$ cat src/rtl/load_store_unit_pkg.sv
// -----------------------------------------------------------------------------
// load_store_unit_pkg
//   Shared definitions for the load/store stage:
//     - RV32I funct3 width/sign codes for loads and stores
//     - access state encoding
//     - ZERO/ONE single-bit constants
//     - access_fault(): decides whether an access is illegal or misaligned
// -----------------------------------------------------------------------------
package load_store_unit_pkg;

    localparam logic ZERO = 1'b0;
    localparam logic ONE  = 1'b1;

    // Load encodings
    localparam logic [2:0] F3_LB  = 3'b000;
    localparam logic [2:0] F3_LH  = 3'b001;
    localparam logic [2:0] F3_LW  = 3'b010;
    localparam logic [2:0] F3_LBU = 3'b100;
    localparam logic [2:0] F3_LHU = 3'b101;

    // Store encodings
    localparam logic [2:0] F3_SB  = 3'b000;
    localparam logic [2:0] F3_SH  = 3'b001;
    localparam logic [2:0] F3_SW  = 3'b010;

    typedef enum logic [1:0] {
        ST_IDLE = 2'd0,
        ST_REQ  = 2'd1,
        ST_WB   = 2'd2,
        ST_FIN  = 2'd3
    } lsu_state_e;

    // An access faults when its funct3 is not a legal load/store code or when
    // the address is not naturally aligned to the access size. funct3[1:0]
    // gives the size for every legal code (00 byte, 01 half, 10 word).
    function automatic logic access_fault(input logic       is_load,
                                          input logic [2:0] f3,
                                          input logic [1:0] addr_lo);
        logic illegal;
        logic misalign;
        if (is_load) begin
            illegal = (f3 == 3'b011) || (f3 == 3'b110) || (f3 == 3'b111);
        end else begin
            illegal = f3[2] || (f3[1:0] == 2'b11);
        end
        case (f3[1:0])
            2'b01:   misalign = addr_lo[0];
            2'b10:   misalign = |addr_lo;
            default: misalign = 1'b0;
        endcase
        return illegal || misalign;
    endfunction

endpackage

$ cat src/rtl/load_store_unit_load_extend.sv
// -----------------------------------------------------------------------------
// load_extend
//   Combinational load-data extraction: picks the addressed byte/halfword out
//   of the memory word and sign- or zero-extends it to n bits.
//   Ports:
//     funct3  in  3  load width/sign code
//     addr    in  2  byte offset within the word
//     rdata   in  n  word returned by memory
//     result  out n  extended load value
//   Only n=32 is meaningful.
// -----------------------------------------------------------------------------
module load_extend
    import load_store_unit_pkg::*;
#(
    parameter int n = 32
) (
    input  logic [2:0]   funct3,
    input  logic [1:0]   addr,
    input  logic [n-1:0] rdata,
    output logic [n-1:0] result
);

    logic [7:0]  byte_sel;
    logic [15:0] half_sel;

    always_comb begin
        byte_sel = rdata[{addr, 3'b000} +: 8];
        half_sel = rdata[{addr[1], 4'b0000} +: 16];
        case (funct3)
            F3_LB:   result = {{(n-8){byte_sel[7]}}, byte_sel};
            F3_LH:   result = {{(n-16){half_sel[15]}}, half_sel};
            F3_LBU:  result = {{(n-8){ZERO}}, byte_sel};
            F3_LHU:  result = {{(n-16){ZERO}}, half_sel};
            default: result = rdata;   // LW
        endcase
    end

endmodule

$ cat src/rtl/load_store_unit.sv
// -----------------------------------------------------------------------------
// load_store_unit
//   Multi-cycle data-memory access stage. Accepts an access when idle, runs one
//   req/ack transaction on the memory port with byte-lane steering, and for
//   loads writes the extended result to the register file for one cycle.
//   Ports:
//     clk, rst (async, active-low)
//     start/is_load/funct3/addr/store_data/rd   access request (sampled on start)
//     busy, done, fault                          status
//     mem_req/mem_we/mem_addr/mem_wdata/mem_be   memory request side
//     mem_ack/mem_rdata                          memory response side
//     rf_write/rf_write_reg/rf_write_data        register-file write port
// -----------------------------------------------------------------------------
module load_store_unit
    import load_store_unit_pkg::*;
#(
    parameter int n = 32
) (
    input  logic         clk,
    input  logic         rst,
    input  logic         start,
    input  logic         is_load,
    input  logic [2:0]   funct3,
    input  logic [n-1:0] addr,
    input  logic [n-1:0] store_data,
    input  logic [4:0]   rd,
    output logic         busy,
    output logic         done,
    output logic         fault,
    output logic         mem_req,
    output logic         mem_we,
    output logic [n-1:0] mem_addr,
    output logic [n-1:0] mem_wdata,
    output logic [3:0]   mem_be,
    input  logic         mem_ack,
    input  logic [n-1:0] mem_rdata,
    output logic         rf_write,
    output logic [4:0]   rf_write_reg,
    output logic [n-1:0] rf_write_data
);

    lsu_state_e   state_q,     state_d;
    logic         fault_q,     fault_d;
    logic         is_load_q,   is_load_d;
    logic [2:0]   funct3_q,    funct3_d;
    logic [1:0]   addr_lo_q,   addr_lo_d;
    logic [4:0]   rd_q,        rd_d;
    logic [n-1:0] mem_addr_q,  mem_addr_d;
    logic         mem_we_q,    mem_we_d;
    logic [3:0]   mem_be_q,    mem_be_d;
    logic [n-1:0] mem_wdata_q, mem_wdata_d;
    logic [n-1:0] rdata_q,     rdata_d;

    logic         fault_cond;
    logic [n-1:0] ext_result;

    always_comb begin
        state_d     = state_q;
        fault_d     = fault_q;
        is_load_d   = is_load_q;
        funct3_d    = funct3_q;
        addr_lo_d   = addr_lo_q;
        rd_d        = rd_q;
        mem_addr_d  = mem_addr_q;
        mem_we_d    = mem_we_q;
        mem_be_d    = mem_be_q;
        mem_wdata_d = mem_wdata_q;
        rdata_d     = rdata_q;
        fault_cond  = access_fault(is_load, funct3, addr[1:0]);

        case (state_q)
            ST_IDLE: begin
                if (start) begin
                    fault_d    = fault_cond;
                    is_load_d  = is_load;
                    funct3_d   = funct3;
                    addr_lo_d  = addr[1:0];
                    rd_d       = rd;
                    mem_addr_d = {addr[n-1:2], 2'b00};
                    // Store lane steering is precomputed here so the memory
                    // port sees registered, stable values for the whole request.
                    if (is_load) begin
                        mem_we_d    = ZERO;
                        mem_be_d    = 4'b1111;
                        mem_wdata_d = store_data;
                    end else begin
                        mem_we_d = !fault_cond;
                        case (funct3)
                            F3_SB: begin
                                mem_be_d    = 4'b0001 << addr[1:0];
                                mem_wdata_d = {4{store_data[7:0]}};
                            end
                            F3_SH: begin
                                mem_be_d    = 4'b0011 << {addr[1], 1'b0};
                                mem_wdata_d = {2{store_data[15:0]}};
                            end
                            default: begin
                                mem_be_d    = 4'b1111;
                                mem_wdata_d = store_data;
                            end
                        endcase
                    end
                    state_d = fault_cond ? ST_FIN : ST_REQ;
                end
            end
            ST_REQ: begin
                if (mem_ack) begin
                    if (is_load_q) begin
                        rdata_d = mem_rdata;
                        state_d = ST_WB;
                    end else begin
                        state_d = ST_FIN;
                    end
                end
            end
            ST_WB:   state_d = ST_IDLE;
            ST_FIN:  state_d = ST_IDLE;
            default: state_d = ST_IDLE;
        endcase
    end

    always_ff @(posedge clk or negedge rst) begin
        if (!rst) begin
            state_q     <= ST_IDLE;
            fault_q     <= ZERO;
            is_load_q   <= ZERO;
            funct3_q    <= '0;
            addr_lo_q   <= '0;
            rd_q        <= '0;
            mem_addr_q  <= '0;
            mem_we_q    <= ZERO;
            mem_be_q    <= '0;
            mem_wdata_q <= '0;
            rdata_q     <= '0;
        end else begin
            state_q     <= state_d;
            fault_q     <= fault_d;
            is_load_q   <= is_load_d;
            funct3_q    <= funct3_d;
            addr_lo_q   <= addr_lo_d;
            rd_q        <= rd_d;
            mem_addr_q  <= mem_addr_d;
            mem_we_q    <= mem_we_d;
            mem_be_q    <= mem_be_d;
            mem_wdata_q <= mem_wdata_d;
            rdata_q     <= rdata_d;
        end
    end

    // Extension works on the captured word so the write-back value does not
    // depend on mem_rdata after the ack cycle.
    load_extend #(.n(n)) u_load_extend (
        .funct3 (funct3_q),
        .addr   (addr_lo_q),
        .rdata  (rdata_q),
        .result (ext_result)
    );

    // Outputs decode straight from the state register, so an asynchronous
    // reset clears them immediately.
    assign busy          = (state_q != ST_IDLE);
    assign done          = (state_q == ST_WB) || (state_q == ST_FIN);
    assign fault         = (state_q == ST_FIN) && fault_q;
    assign mem_req       = (state_q == ST_REQ);
    assign mem_we        = mem_we_q;
    assign mem_addr      = mem_addr_q;
    assign mem_wdata     = mem_wdata_q;
    assign mem_be        = mem_be_q;
    // x0 is hard-wired to zero, so a load into rd=0 completes without a write.
    assign rf_write      = (state_q == ST_WB) && (rd_q != 5'd0);
    assign rf_write_reg  = rd_q;
    assign rf_write_data = ext_result;

endmodule

$ cat config.mk
export PLATFORM = sky130hd
export DESIGN_NAME = load_store_unit
export DESIGN_NICKNAME = d
export VERILOG_FILES = /design/src/rtl/load_store_unit_pkg.sv /design/src/rtl/load_store_unit_load_extend.sv /design/src/rtl/load_store_unit.sv
export SDC_FILE = /design/constraint.sdc
export NUM_CORES = 1
export LEC_CHECK = 0
export CAP_MARGIN = 10
export CELL_PAD_IN_SITES_DETAIL_PLACEMENT = 1
export CELL_PAD_IN_SITES_GLOBAL_PLACEMENT = 1
export CORE_ASPECT_RATIO = 0.9
export CORE_MARGIN = 2
export CORE_UTILIZATION = 32
export DETAILED_ROUTE_END_ITERATION = 10
export GPL_TIMING_DRIVEN = 0
export HOLD_SLACK_MARGIN = 0.12
export PLACE_DENSITY = 0.78
export SYNTH_ARGS = -nofsm -noshare
export SYNTH_HDL_FRONTEND = slang
export SYNTH_HIERARCHICAL = 1
export SYNTH_SLANG_ARGS = --single-unit
export TNS_END_PERCENT = 50
$ cat constraint.sdc
create_clock -name clk -period 2.2 [get_ports clk]
set_clock_uncertainty 0.05 [all_clocks]
set_input_delay 0.44 -clock clk [delete_from_list [all_inputs] [get_ports clk]]
set_output_delay 0.44 -clock clk [all_outputs]
set_load 0.05 [all_outputs]
### Word-level counts from Yosys, hierarchy flattened

Index checks and enable logic that the tools add are counted.

| storage, ports and cells | value |
|---|---|
| flip-flop bits (word level) | 113 |
| bits in latches | 0 |
| memory bits (writable) | 0 |
| ROM bits | 0 |
| input bits | 109 |
| output and inout port bits | 111 |
| logic and storage cells | 61 |
| memories kept | 0 |

| operators by class | value |
|---|---|
| add/subtract/negate cells | 0 |
| $mul | 0 |
| divide/modulo/power cells | 0 |
| magnitude comparators | 0 |
| equal/unequal tests | 15 |
| shift-type cells | 4 |
| multiplexer cells | 13 |
| bitwise gates (word level) | 0 |
| reductions and logical operators | 18 |

Operator list:

| cell | count |
|---|---|
| one-hot mux 32 bit (4 select lines) | 1 |
| one-hot mux 32 bit (2 select lines) | 1 |
| 2-to-1 mux 32 bit | 1 |
| variable part select 32 x 6 -> 16 bit | 1 |
| variable part select 32 x 6 -> 8 bit | 1 |
| equality test 3 bit, second input constant | 4 |
| equality test 2 bit, second input constant | 4 |
| one-hot mux 4 bit (2 select lines) | 1 |
| equality test 3 x 1 -> 1 bit, second input constant | 2 |
| logical NOT 3 bit | 2 |
| 2-to-1 mux 2 bit | 3 |
| one-hot mux 2 bit (3 select lines) | 1 |
| logical OR 1 bit | 5 |
| nonzero test 5 bit | 1 |
| equality test 2 x 1 -> 1 bit, second input constant | 2 |
| 2-to-1 mux 4 bit | 1 |
| AND reduction 2 bit | 2 |
| OR reduction 2 bit | 2 |
| << shifter 1 x 2 -> 4 bit, first input constant | 1 |
| << shifter 2 x 2 -> 4 bit, first input constant | 1 |
| equality test 3 x 2 -> 1 bit, second input constant | 1 |
| 2-to-1 mux 1 bit | 3 |
| AND reduction 3 bit | 1 |
| logical AND 1 bit | 2 |
| 6 further kinds | 6 |

### Depth between registers and ports, before layout

Gate-level depths: netlist of run 1.

| depth | value |
|---|---|
| depth in word-level cells | 8 |
| mapped depth | 7 |
| gate-level depth less buffers | 5 |

### By module

The synthesis of run 1 kept the hierarchy.

Modules (own cells, without submodules):

| module | instances | cells each | area each (um2) | sequential area each (um2) |
|---|---|---|---|---|
| load_store_unit | 1 | 464 | 4698.3 | 2827.7 |
| load_extend | 1 | 118 | 794.5 | 0.0 |

### Least setup slack after synthesis of run 1

Ideal clock, no wire load.

| timing path | value |
|---|---|
| path type | reg-to-output |
| from | register rd_q[0], in the netlist rf_write_reg[0] |
| to | output rf_write |
| data arrival time | 2.013 ns |
| data required time | 1.710 ns |
| path slack | -0.303 ns |
| cell stages (with the launch flop) | 4 |
| path buffers | 0 |
| cell sequence | dfrtp_1 > or4_1 > nor2_1 > nor3b_1 |

| between the ends | value |
|---|---|
| word-level cells in the longest chain between the ends | 2 |

RTL lines:

| what | RTL line | text |
|---|---|---|
| start, declared | load_store_unit.sv:47 | `logic [4:0] rd_q, rd_d;` |
| start signal, assigned | load_store_unit.sv:141 | `rd_q <= rd_d;` |
| nonzero test 5 bit | load_store_unit.sv:170 | `assign rf_write = (state_q == ST_WB) && (rd_q != 5'd0);` |
| logical AND 1 bit | load_store_unit.sv:170 |  |
| end, declared | load_store_unit.sv:37 | `output logic rf_write,` |

No other way between the ends.

### Worst setup path in the final report of run 1

| timing path | value |
|---|---|
| from | register addr_lo_q[1] |
| to | output rf_write_data[11] |

| between the ends | value |
|---|---|
| word-level cells in the longest chain between the ends | 2 |
| elaborated cells between the ends (all ways) | 3 |
| those cells by class | 2 x shift; 1 x mux |

RTL lines:

| what | RTL line | text |
|---|---|---|
| start, declared | load_store_unit.sv:46 | `logic [1:0] addr_lo_q, addr_lo_d;` |
| start signal, assigned | load_store_unit.sv:140 | `addr_lo_q <= addr_lo_d;` |
| variable part select 32 x 6 -> 16 bit / variable part select 32 x 6 -> 8 bit (equally long branches) | load_store_unit_load_extend.sv:28, load_store_unit_load_extend.sv:27 |  |
| one-hot mux 32 bit (4 select lines) * | load_store_unit_load_extend.sv:29 | `case (funct3)` |
| end, declared | load_store_unit.sv:39 | `output logic [n-1:0] rf_write_data` |

Mark *: on every way between the ends. The rest lies on a longest branch, timed or not.

==> results of run 1 <==
## how the worst max path moves through the flow
stage,startpoint,slack (ns),to
floorplan,addr_lo_q[1]$_DFFE_PN0P_,-0.02,rf_write_data[18]
global placement,rst,-3.83,mem_wdata[28]$_DFFE_PN0P_
detailed placement,addr_lo_q[0]$_DFFE_PN0P_,-0.83,rf_write_data[23]
CTS,addr_lo_q[1]$_DFFE_PN0P_,-0.46,rf_write_data[18]
global route,addr_lo_q[1]$_DFFE_PN0P_,-0.54,rf_write_data[11]
finish,addr_lo_q[1]$_DFFE_PN0P_,-0.47,rf_write_data[11]
## metal layers
layer | part of all wire | vias up
met1 | 0.39 | 2735
met3 | 0.085 | 44
met4 | 0.024 | 0
li1 | - | 2483
met2 | 0.50 | 254
met5 | 0 | -
## what timing repair did
action / in CTS / in global routing
hold buffers: 1 / 0
resized for setup: 263 / 47
hold endpoints to repair: 39 / 0
pin swaps: 3 / 6
gates cloned: 2 / 0
setup buffers: 9 / 3
endpoints found under the setup margin: 48 / 56
## layout make-up
cell class              instances  share of cell area
multi-input cells             419               0.283
well taps                     211              0.0294
plain buffers                  42              0.0298
flip-flops and latches        113               0.315
inverters                       4             0.00209
clock buffers                  22              0.0517
clock inverters                10              0.0202
repair buffers                233               0.269
## logic make-up after synthesis
family	after synthesis	synth area share
buffers and inverters	51	0.0472
other	1	0.000683
DFF	113	0.515
adders and majority gates	4	0.00911
AOI/OAI and AO/OA	107	0.133
and+or+nand+nor	258	0.197
muxes	48	0.0973
## critical path, cell delays in order (launching register included)
cell and delay [ns]:
dfrtp_1 0.39, buf_6 0.13, buf_4 0.12, buf_4 0.14
nor2b_2 0.22, a22o_1 0.24, a221o_1 0.35, buf_6 0.17
## per-stage QoR
step / instances / utilization / hold slack, ns / instance area, um^2 / setup slack (ns)
global route: 1054 / 0.533 / 0.450 / 8980 / -0.543
global placement: 1011 / 0.471 / 0.408 / 7940 / -3.83
floorplan: 583 / - / 0.0944 / 5500 / -0.0183
CTS: 1051 / 0.525 / 0.426 / 8830 / -0.457
finish: 1054 / 0.533 / 0.427 / 8980 / -0.472
detailed placement: 1012 / 0.473 / 0.331 / 7970 / -0.834
## cells in the final DEF, fill, tap and decap left out, types with 2 or more instances in the layout
master             n
clkbuf_2           9
buf_8             13
nor3b_1            2
a21oi_2            2
a21oi_1            6
nor2b_1            8
bufinv_16          5
nand3_1            8
a22o_1            17
mux2_1             2
nand2_2            5
buf_2             14
o21ai_0           28
buf_6             27
clkbuf_16         18
dfrtp_1          112
clkinvlp_4         2
nand2_4           10
clkbuf_8           2
clkdlybuf4s50_1  178
or2_2              2
mux2_2            31
nand3b_1           8
o22a_1             8
and3_1             2
nor2_1            32
o21ai_1            3
o21bai_1           2
ha_1               4
inv_1              3
mux2i_1           13
clkbuf_1          11
clkinv_2           3
dlygate4sd2_1      3
buf_4             17
a221o_1            8
conb_1             2
nand2_1          168
a31oi_1           28
==> reports/results.tsv, run 1 <==
metric	value	unit
min cycle time layout	2.67	ns
Seq cells post-synth	113	
Die Ht	128	um
FF+latch area	2830	um^2
crit end category	primary output	
syn_area_per_cell	9.44	um^2
ys async rst share	1.00	
PortBufs	217	
Pre-antenna DRT Iters	5	
failing checks	negative setup slack	
CP arrival	2.18	ns
Post-synth EDFFs	0	
met3 global-route usage	0.0721	
NumNets Final	943	
top post-synthesis cells by area	dfrtp_1 51%, nand2_1 13%, mux2_2 6.4%, a31oi_1 3.2%, a22o_1 2.7%	
CTS buffer count	17	
gr busiest metal	met2	
vias in the first global route	5972	
H-tree levels	4	
startpoint types	flop	
die area	18200	um^2
GRT met1 Usage	0.282	
Diodes inserted	0	
Synth area leader	dfrtp_1	
Mapped Area	5490	um^2
clock sink total	113	
Max Slew Vio Count	0	
max-cap violations	0	
Synth Flop Type	dfrtp_1	
GR Util met2	0.396	
global placement routability congestion	0.842	
row count	45	
worst setup slack after layout	-0.472	ns
min-delay src	mem_addr[26]$_DFFE_PN0P_	
reg-to-reg startpoint	state_q[0]$_DFFE_PN0P_	
Multi-input gate area	2540	um^2
Yosys top cell area share	0.515	
initial core utilization	0.326	
YS warnings	6	
Antenna Nets Post-Route	0	
area grow syn2layout	63.5	%
num ports	220	
die width	142	um
flop-to-flop setup slack	0.40	ns
Final Hold Fails	0	
Rel. slew slack	0.617	
slew of the pin with the lowest slew margin	0.572	ns
Hold Path Stages	2	
first-pass GRT wire length	32700	um
antenna violations before repair	0	
unrepaired setup endpoints after global routing	yes	
Routed Wire Length	21400	um
Yosys cell types	43	
CTS max path bufs	2	
setup violators final	32	
CP Max Fanout	8	
worst reg2reg endpoint	mem_wdata[27]$_DFFE_PN0P_	
Root Buffer	clkbuf_16	
clk_lat worst skew	0.41	ns
FMAX	374	MHz
crit path kind	reg -> out	
clk slew on worst S/H paths	0.06	ns
HPWL Detailed	14700	um
layout cells sized above 1	0.209	
Hold EP	mem_addr[26]$_DFFE_PN0P_	
period utilization	1.21	
gr usage total	0.234	
count leader, synth	nand2_1	
Reg2Reg Depth	4	
fill count	1851	
largest net degree at the start of global routing	75	
sequential area share after synthesis	0.515	
Core Region	16800	um^2
vias	5516	
Mapped Cells	582	
number of remaining DRC errors	0	
DRT iter0 DRCs	240	
CTS tree	done	
status	finished with violations	
vias per cell	5.23	
Sum Neg Setup Slack	-11.85	ns
global route total overflow	0	
Post-synth top cells	183 x nand2_1, 113 x dfrtp_1, 34 x nor2_1	
worst hold-check path type	reg -> reg	
post-DR wirelength/cell	20.3	um
Worst EP required	1.71	ns
Power of run 1 is not shown: default switching activity piles up to over one toggle a cycle in this logic, so the estimate is an artifact.
==> run 2: changes to the inputs <==
--- a/config.mk
+++ b/config.mk
@@ -10,3 +10,2 @@
 export CELL_PAD_IN_SITES_GLOBAL_PLACEMENT = 1
-export CORE_ASPECT_RATIO = 0.9
 export CORE_MARGIN = 2
--- a/constraint.sdc
+++ b/constraint.sdc
@@ -4,2 +4,2 @@
 set_output_delay 0.44 -clock clk [all_outputs]
-set_load 0.05 [all_outputs]
+set_load 0.01 [all_outputs]
==> reports/results.tsv, run 2 (synthesis results as in run 1) <==
metric	value	unit	change
status	finished with violations		
failing checks	negative setup slack		
crit end category	primary output		
crit path launch	addr_lo_q[1]$_DFFE_PN0P_		
setup violators final	32		unchanged
period utilization	1.17		-0.0399
fin cells	1059		+0.47%
clk slew on worst S/H paths	0.05	ns	about the same
reg-to-reg startpoint	state_q[0]$_DFFE_PN0P_		
row count	47		+4.4%
startpoint types	flop		
layout cells sized above 1	0.192		-0.0169
most common cell after layout, fill and taps aside	clkdlybuf4s50_1		
H-tree levels	4		unchanged
NumNets Final	940		-0.32%
Reg2Reg Depth	4		unchanged
most frequent cells in the layout	181 x clkdlybuf4s50_1, 173 x nand2_1, 110 x dfrtp_1, 33 x nor2_1, 31 x mux2_2		
die area	18200	um^2	about the same
antenna violations before repair	0		unchanged
DRT iter0 DRCs	279		+16%
PortBufs	217		unchanged
clock sink total	113		unchanged
Pre-antenna DRT Iters	4		-1
Final Hold Slack	0.423	ns	-0.00407 ns
Routed Wire Length	20500	um	-4.4%
Worst Setup EP	rf_write_data[22]		
HPWL Detailed	15100	um	+2.5%
area grow syn2layout	57.8	%	
global route total overflow	0		unchanged
# placed instances	1021		+0.89%
flop-to-flop setup slack	0.42	ns	+0.02 ns
worst setup slack after layout	-0.385	ns	+0.0877 ns
CTS buffer count	17		unchanged
Diodes inserted	0		unchanged
CTS max path bufs	2		unchanged
Die Ht	135	um	+5.2%
post-DR wirelength/cell	19.3	um	-4.8%
slew of the pin with the lowest slew margin	0.606	ns	+0.0337 ns
Antenna Nets Post-Route	0		unchanged
initial core utilization	0.329		+0.00262
vias per cell	5.05		-3.6%
first-pass GRT wire length	32000	um	-2.2%
die width	135	um	-5.0%
max-cap violations	0		unchanged
most frequent cell on the critical path	buf_6		
total power	0.0137	W	
FMAX	387	MHz	+3.4%
worst reg2reg endpoint	mem_wdata[24]$_DFFE_PN0P_		
clk_lat worst skew	0.41	ns	about the same
gr usage total	0.229		-0.00560
CP arrival	2.09	ns	-0.09 ns
Max Slew Vio Count	0		unchanged
Core Region	16700	um^2	-0.80%
min cycle time layout	2.58	ns	-0.0877 ns
WP buf/inv	4		unchanged
number of remaining DRC errors	0		unchanged
Worst path slowest cell	mux4_2		
largest net degree at the start of global routing	63		-16%
worst hold-check path type	reg -> reg		
CP Max Fanout	7		-1
Levels on crit path	7		unchanged
Worst EP required	1.71	ns	about the same
Rel. slew slack	0.595		-0.0223
post-placement setup slack	-0.614	ns	+0.220 ns
PwrDens	1580	nW/um^2	
vias	5345		-3.1%
critical path cell sequence	buf_6 -> mux4_2 -> a22oi_2 -> buf_6 -> buf_4 -> nand2_1 -> buf_2		
Crit path largest cell delay	0.53	ns	+0.14 ns
num ports	220		unchanged
global placement routability congestion	0.889		+5.6%
unrepaired setup endpoints after global routing	yes		
vias in the first global route	5863		-1.8%
CTS tree	done		
Hold Path Stages	2		unchanged
Final Hold Fails	0		unchanged
Final Util	0.519		-0.0144
Max VDD drop	0.000692	V	
Root Buffer	clkbuf_16		
Pleak	3.97	nW	
CP delay by family, top	buffers and inverters		
crit path kind	reg -> out		
-- run 2: cell types whose count changed in the layout (fill, tap and decap cells not counted), moves of 3 or more --
cell | before | now
buf_2 | 14 | 28
nand2_1 | 168 | 173
clkinv_2 | 3 | 7
nand2_4 | 10 | 2
nand2_2 | 5 | 8
buf_6 | 27 | 16
clkdlybuf4s50_1 | 178 | 181
clkbuf_4 | 0 | 3
buf_8 | 13 | 1
-- run 2: where the power goes --
part,switching (W),internal [W],leakage [nW]
Clock,0.000963,0.00179,0.292
Sequential,0.000851,0.00310,1.34
Combinational,0.00333,0.00365,2.34
Total,0.00515,0.00853,3.97
-- run 2: metal layers --
| layer | share of wire | up-vias | global-route usage |
|---|---|---|---|
| met4 | 0.022 | 0 | 0.0804 |
| met2 | 0.49 | 222 | 0.389 |
| met1 | 0.41 | 2617 | 0.274 |
| met3 | 0.078 | 33 | 0.0721 |
| li1 | - | 2473 | - |
| met5 | 0 | - | 0 |
-- run 2: per-stage QoR --
step	instance area, um^2	TNS (ns)
finish	8670	-10.13
global route	8670	-12.85
CTS	8600	-11.53
detailed placement	7970	-26.60
global placement	7940	-450.81
floorplan	5500	0
-- run 2: area by class of cell --
type | instances | area, um^2
fillers | 1878 | 8030
flip-flops and latches | 113 | 2830
multi-input cells | 419 | 2470
repair buffers | 230 | 2230
clock buffers | 19 | 443
well taps | 220 | 275
plain buffers | 42 | 263
clock inverters | 12 | 141
inverters | 4 | 18.8
-- run 2: worst min-delay path by stage --
stage                                   startpoint                        to
after CTS                 mem_addr[23]$_DFFE_PN0P_  mem_addr[23]$_DFFE_PN0P_
after global routing      mem_addr[23]$_DFFE_PN0P_  mem_addr[23]$_DFFE_PN0P_
after floorplan                                rst  addr_lo_q[0]$_DFFE_PN0P_
after global placement    mem_addr[29]$_DFFE_PN0P_  mem_addr[29]$_DFFE_PN0P_
after detailed placement  mem_addr[14]$_DFFE_PN0P_  mem_addr[14]$_DFFE_PN0P_
final                     mem_addr[14]$_DFFE_PN0P_  mem_addr[14]$_DFFE_PN0P_
-- run 2: worst min-delay path: cells and delay by family, from the launching register on --
kind          cells  cell delay (ns)
flops             1             0.34
simple gates      2             0.10
-- run 2: timing repair --
item                                   in CTS  in global routing
setup buffers                               8                  2
setup endpoints to repair                  37                 40
endpoints found under the hold margin      61                  0
hold buffers                                1                  0
resized for setup                         152                 26
cloned                                      1                  0
pin swaps                                   2                  1
Power figures use the tool's default switching activity.
